### src/rtl/vdp_pkg.sv
// Shared types and widths for the VDP command/data-port sequencer.
package vdp_pkg;

    localparam int unsigned VRAM_AW = 14;
    localparam int unsigned CRAM_AW = 5;
    localparam int unsigned REG_AW  = 4;

    typedef enum logic [1:0] {
        VRAM_RD = 2'd0,
        VRAM_WR = 2'd1,
        REG_WR  = 2'd2,
        CRAM_WR = 2'd3
    } acc_code_e;

    typedef enum logic [1:0] {
        IDLE  = 2'd0,
        FETCH = 2'd1,
        FILL  = 2'd2
    } vdp_state_e;

endpackage

### src/rtl/vdp_cmd_ctrl.sv
// Turns decoded port strobes into VRAM/CRAM/register accesses: two-byte control
// commands, auto-incrementing access address and a one-byte VRAM read-ahead buffer.
module vdp_cmd_ctrl
    import vdp_pkg::*;
(
    input  logic               clk,
    input  logic               reset_L,
    input  logic               CSW_L,
    input  logic               CSR_L,
    input  logic               MODE,
    input  logic [7:0]         wr_data,
    output logic [7:0]         rd_buf,
    output logic               status_rd,
    output logic [VRAM_AW-1:0] vram_addr,
    output logic [7:0]         vram_wdata,
    output logic               vram_we,
    output logic               vram_re,
    input  logic [7:0]         vram_rdata,
    output logic [CRAM_AW-1:0] cram_addr,
    output logic [7:0]         cram_wdata,
    output logic               cram_we,
    output logic               reg_we,
    output logic [REG_AW-1:0]  reg_addr,
    output logic [7:0]         reg_wdata
);

    vdp_state_e         state_q, state_d;
    acc_code_e          code_q, code_d;
    logic [VRAM_AW-1:0] addr_q, addr_d;
    logic               first_q, first_d;
    logic [7:0]         latch_q, latch_d;
    logic [7:0]         rd_buf_q, rd_buf_d;

    logic               vram_we_q, vram_we_d;
    logic               vram_re_q, vram_re_d;
    logic [VRAM_AW-1:0] vram_addr_q, vram_addr_d;
    logic [7:0]         vram_wdata_q, vram_wdata_d;
    logic               cram_we_q, cram_we_d;
    logic [CRAM_AW-1:0] cram_addr_q, cram_addr_d;
    logic [7:0]         cram_wdata_q, cram_wdata_d;
    logic               reg_we_q, reg_we_d;
    logic [REG_AW-1:0]  reg_addr_q, reg_addr_d;
    logic [7:0]         reg_wdata_q, reg_wdata_d;
    logic               status_rd_q, status_rd_d;

    logic wr_stb;
    logic rd_stb;

    // A write strobe masks a simultaneous read strobe.
    assign wr_stb = ~CSW_L;
    assign rd_stb = ~CSR_L & CSW_L;

    always_comb begin
        state_d      = state_q;
        code_d       = code_q;
        addr_d       = addr_q;
        first_d      = first_q;
        latch_d      = latch_q;
        rd_buf_d     = rd_buf_q;
        vram_addr_d  = vram_addr_q;
        vram_wdata_d = vram_wdata_q;
        cram_addr_d  = cram_addr_q;
        cram_wdata_d = cram_wdata_q;
        reg_addr_d   = reg_addr_q;
        reg_wdata_d  = reg_wdata_q;
        vram_we_d    = 1'b0;
        vram_re_d    = 1'b0;
        cram_we_d    = 1'b0;
        reg_we_d     = 1'b0;
        status_rd_d  = 1'b0;

        unique case (state_q)
            IDLE: begin
                if (wr_stb && MODE) begin
                    if (!first_q) begin
                        latch_d     = wr_data;
                        addr_d[7:0] = wr_data;
                        first_d     = 1'b1;
                    end else begin
                        code_d  = acc_code_e'(wr_data[7:6]);
                        addr_d  = {wr_data[5:0], addr_q[7:0]};
                        first_d = 1'b0;
                        if (acc_code_e'(wr_data[7:6]) == VRAM_RD) begin
                            vram_re_d   = 1'b1;
                            vram_addr_d = {wr_data[5:0], addr_q[7:0]};
                            state_d     = FETCH;
                        end else if (acc_code_e'(wr_data[7:6]) == REG_WR) begin
                            reg_we_d    = 1'b1;
                            reg_addr_d  = wr_data[REG_AW-1:0];
                            reg_wdata_d = latch_q;
                        end
                    end
                end else if (wr_stb) begin
                    if (code_q == CRAM_WR) begin
                        cram_we_d    = 1'b1;
                        cram_addr_d  = addr_q[CRAM_AW-1:0];
                        cram_wdata_d = wr_data;
                    end else begin
                        vram_we_d    = 1'b1;
                        vram_addr_d  = addr_q;
                        vram_wdata_d = wr_data;
                    end
                    rd_buf_d = wr_data;
                    addr_d   = addr_q + 14'd1;
                    first_d  = 1'b0;
                end else if (rd_stb && MODE) begin
                    first_d     = 1'b0;
                    status_rd_d = 1'b1;
                end else if (rd_stb) begin
                    first_d     = 1'b0;
                    vram_re_d   = 1'b1;
                    vram_addr_d = addr_q;
                    state_d     = FETCH;
                end
            end
            FETCH: begin
                // vram_re is high this cycle; data lands next cycle.
                addr_d  = addr_q + 14'd1;
                state_d = FILL;
            end
            FILL: begin
                rd_buf_d = vram_rdata;
                state_d  = IDLE;
            end
            default: state_d = IDLE;
        endcase
    end

    always_ff @(posedge clk) begin
        if (!reset_L) begin
            state_q      <= IDLE;
            code_q       <= VRAM_RD;
            addr_q       <= '0;
            first_q      <= 1'b0;
            latch_q      <= '0;
            rd_buf_q     <= '0;
            vram_we_q    <= 1'b0;
            vram_re_q    <= 1'b0;
            vram_addr_q  <= '0;
            vram_wdata_q <= '0;
            cram_we_q    <= 1'b0;
            cram_addr_q  <= '0;
            cram_wdata_q <= '0;
            reg_we_q     <= 1'b0;
            reg_addr_q   <= '0;
            reg_wdata_q  <= '0;
            status_rd_q  <= 1'b0;
        end else begin
            state_q      <= state_d;
            code_q       <= code_d;
            addr_q       <= addr_d;
            first_q      <= first_d;
            latch_q      <= latch_d;
            rd_buf_q     <= rd_buf_d;
            vram_we_q    <= vram_we_d;
            vram_re_q    <= vram_re_d;
            vram_addr_q  <= vram_addr_d;
            vram_wdata_q <= vram_wdata_d;
            cram_we_q    <= cram_we_d;
            cram_addr_q  <= cram_addr_d;
            cram_wdata_q <= cram_wdata_d;
            reg_we_q     <= reg_we_d;
            reg_addr_q   <= reg_addr_d;
            reg_wdata_q  <= reg_wdata_d;
            status_rd_q  <= status_rd_d;
        end
    end

    assign rd_buf     = rd_buf_q;
    assign status_rd  = status_rd_q;
    assign vram_addr  = vram_addr_q;
    assign vram_wdata = vram_wdata_q;
    assign vram_we    = vram_we_q;
    assign vram_re    = vram_re_q;
    assign cram_addr  = cram_addr_q;
    assign cram_wdata = cram_wdata_q;
    assign cram_we    = cram_we_q;
    assign reg_we     = reg_we_q;
    assign reg_addr   = reg_addr_q;
    assign reg_wdata  = reg_wdata_q;

endmodule
### config.mk
export PLATFORM = sky130hd
export DESIGN_NAME = vdp_cmd_ctrl
export DESIGN_NICKNAME = d
export VERILOG_FILES = /design/src/rtl/vdp_pkg.sv /design/src/rtl/vdp_cmd_ctrl.sv
export SDC_FILE = /design/constraint.sdc
export NUM_CORES = 1
export LEC_CHECK = 0
export BUFFER_PORTS_ARGS = -buffer_cell sky130_fd_sc_hd__buf_2
export CORE_MARGIN = 4
export CORE_UTILIZATION = 50
export CTS_BUF_LIST = sky130_fd_sc_hd__clkbuf_2 sky130_fd_sc_hd__clkbuf_4 sky130_fd_sc_hd__clkbuf_8
export CTS_CLUSTER_DIAMETER = 50
export DETAILED_ROUTE_END_ITERATION = 12
export PLACE_DENSITY = 0.74
export SLEW_MARGIN = 40
export SYNTH_ARGS = -nofsm -noshare
export SYNTH_HDL_FRONTEND = slang
export SYNTH_SLANG_ARGS = --single-unit
### constraint.sdc
create_clock -name clk -period 1.6 [get_ports clk]
set_input_delay 0 -clock clk [delete_from_list [all_inputs] [get_ports clk]]
set_output_delay 0 -clock clk [all_outputs]
set_load 0.005 [all_outputs]
==> impl_results.md <==
* Critical register-to-register path startpoint: state_q[1]$_SDFFE_PN0P_
* Number of antenna cells inserted at 0
* Kind of start point of the critical path: register
* Top achievable clock speed at 659 MHz
* Number of violations reported at the end of detailed-routing iteration 0 at 170
* Max Clock Skew at 0.00848 ns
* Synth top area cells: sky130_fd_sc_hd__dfxtp_1, sky130_fd_sc_hd__mux2i_1, sky130_fd_sc_hd__nor2_1
* Global-route wire length before repair at 15.6 mm
* Core Box Area at ~7300 um^2
* Final-layout fill cell count at 618
* Pwr per Cell Area at between 900 and 1000 nW/um^2
* Cell area after placement at 4390 um^2
* Horizontal die dimension at 94.3 um
* Leading cell types in the layout, fill and taps excluded: sky130_fd_sc_hd__dfxtp_1, sky130_fd_sc_hd__buf_2, sky130_fd_sc_hd__nor2_1
* Signed area change from the synthesized netlist to the final layout at 26.6%
* CTS Buf Count at 9
* Placed insts at 584
* R2R Path End: status_rd$_SDFF_PP0_
* Area taken by multi-input logic gates at approximately 1800 um^2
* Remaining design rule violation count at 0
* Cell taking the most area after synthesis: sky130_fd_sc_hd__dfxtp_1
* GPL Wtd Cong at 0.896
* Number of search-and-repair iterations in the first detailed-routing pass at 4
* End-of-flow core utilization at 0.650
* Detailed-placement wirelength estimate at 7.06 mm
* Hold Crit Depth at 3
* Headroom to the max-slew limit at 0.744
* Vias in the first global route at 3163
* Largest net degree at the start of global routing at 28
* Crit path launch: state_q[1]$_SDFFE_PN0P_
* Antenna violations before repair at 0
* Clock-pin transition on the worst setup and hold timing paths at about 0.09 ns
* Post-route minimum period at around 1.5 ns
* Number of nets with antenna violations after detailed routing at 0
* Top FF cell, synth: sky130_fd_sc_hd__dfxtp_1
* Maximum level of the CTS H-tree at 3
* Avg Vias per Cell at 5.50
* Final max-slew violation count at 0
* Floorplan row count at 31
* IO Count at 81
* Worst-path cell with the longest stage delay: sky130_fd_sc_hd__dlygate4sd3_1
* Worst IR drop on VDD at between 0.5 and 0.6 mV
* CTS Root Buffer Type: sky130_fd_sc_hd__clkbuf_8
* Critical path destination: status_rd$_SDFF_PP0_
* #FFs+latches synth at between 80 and 90
* Effective utilization at floorplan at 0.514
* Wire length reported by the detailed router at 9.95 mm
* Final setup violation count at 0
* Endpoint kind of the worst setup timing path: register
* Setup repair after global routing missed its margin: false
* Post-route design area at roughly 4700 um^2
* Class of the most critical hold timing path: input port to register
* Mean cell area of the mapped netlist at 9.29 um^2
* Ordered list of cells on the worst path: nor2_2, buf_4, nand2_2, nor3_1, dlygate4sd3_1
* Net count, final at 528
* Area share of the largest cell type after synthesis at 0.468
* Hold violation total from the final report at 0
* PnR Total Power at 4.34 mW
* Worst Path Max Fanout at 6
* Cell count after synthesis at 401
* Port-buffer cells at 80
* Register area at 1740 um^2
* Tot GR Track Use at 0.229
* CTS tree: built
* Warnings, synthesis at 0
* Number of synthesized flops with an enable pin at 0
* Register-to-Register Path Depth at 5
* Total standard cell area after synthesis at 3720 um^2
* Result of the run: finished clean
* Filler-free cell count of the finished design at 610
* Transition time at the pin with the least slew margin at 0.384 ns
* Avg WL per Cell at approximately 16 um
* FF-to-FF setup slack at 0.08 ns
* Standby leakage power at approximately 2.2 nW
* Register area share after synthesis at 0.468
* CTS Buffer Depth at 2
* Most frequent standard cell in the layout excluding fill and tap cells: sky130_fd_sc_hd__dfxtp_1
* Total number of clock tree sinks at 87
* Share of final-layout standard cells stronger than drive strength 1 at 0.299
* Post-synthesis async set-or-reset flop share at 0
* Overall die area at 8890 um^2
* Skew-Pair Late Insertion Delay at about 0.36 ns
* Vias after detailed routing at 3352
* Ratio of final minimum period to clock period at 0.949
* Total negative slack for setup checks at 0 ns
* Netlist cell types at 47
* Arrival time worst endpoint at 1.82 ns
* Height of the die at 94.3 um
* Syn Nets at 423
* CP required at between 1.5 and 2 ns
* Number of max-capacitance violations reported at 0
* Delay of the slowest cell on the worst path at 0.56 ns
* Overflow after GRT at 0
* Category of the critical setup timing path: register to register
==> final cells by class <==
class / count / share of cell area
clock buffer: 9 / 0.0263
inverter: 3 / 0.00239
sequential: 87 / 0.370
timing repair buffer: 126 / 0.173
multi-input combinational: 279 / 0.391
tap: 99 / 0.0263
clock inverter: 7 / 0.0114
==> worst max-delay path, delay by kind of cell (launching register included) <==
kind / cells / cell delay [ns]
buffers and inverters: 2 / 0.73
and+or+nand+nor: 3 / 0.38
DFF: 1 / 0.35
==> where the power goes <==
group	total [mW]	internal (mW)	switching (mW)
sequential	2.31	2.25	0.0553
combinational	0.611	0.269	0.342
clock	1.42	0.581	0.837
total	4.34	3.10	1.23
==> how the worst min path moves through the flow <==
stage	startpoint	endpoint
finish	vram_rdata[2]	rd_buf[2]$_SDFFE_PN0P_
detailed placement	CSR_L	status_rd$_SDFF_PP0_
CTS	wr_data[2]	vram_addr[10]$_SDFFE_PN0P_
global placement	CSR_L	status_rd$_SDFF_PP0_
global route	wr_data[2]	vram_addr[10]$_SDFFE_PN0P_
floorplan	CSR_L	status_rd$_SDFF_PP0_
==> Yosys cell counts (all sizes together) (3+ instances only) <==
library cell,count
buf,20
nand2b,4
inv,3
a211oi,9
or3,4
mux2i,60
a21oi,16
nand2,31
clkbuf,12
dfxtp,87
o21ai,4
nand3,9
a31oi,4
a311oi,7
nor2,75
nand4b,3
o22ai,3
nor3,9
nor2b,3
and3,3
nand4,7
==> logic make-up (layout without fill, tap and decap cells) <==
family | count (synthesis) | count (layout) | synth area share
compound gates | 61 | 61 | 0.115
fa+ha+maj | 1 | 1 | 0.00336
buf+inv | 35 | 145 | 0.0537
flops | 87 | 87 | 0.468
mux | 61 | 61 | 0.164
simple gates | 156 | 156 | 0.196
==> sequential cells by signal, summed over array words and instances, names as in the netlist <==
signal / cells
addr_q: 14
code_q: 2
cram_addr: 5
cram_wdata: 8
cram_we: 1
first_q: 1
latch_q: 8
rd_buf: 8
reg_addr: 4
reg_wdata: 8
reg_we: 1
state_q: 2
status_rd: 1
vram_addr: 14
vram_re: 1
vram_wdata: 8
vram_we: 1
==> layer usage <==
layer,GRT usage,vias to the layer above,wire length [um]
met3,0.0489,22,760
met5,0,-,0
met4,0.110,0,310
met2,0.353,131,4420
li1,-,1632,-
met1,0.304,1567,4460
==> metrics by stage <==
step	hold WS, ns	setup slack (ns)
CTS	0.00258	0.0150
global route	0.00453	0.00511
finish	0.0153	0.0819
detailed placement	0.221	0.0377
global placement	0.216	0.127
floorplan	0.0766	0.124
==> repair_timing <==
| action | 4_1_cts | 5_1_grt |
|---|---|---|
| hold buffers | 8 | 0 |
| gates resized for setup | 0 | 15 |
| endpoints found under the hold margin | 7 | 0 |
| buffers inserted | 0 | 2 |
| setup endpoints to repair | 0 | 25 |
No activity file was read; power rests on OpenSTA's default activity.
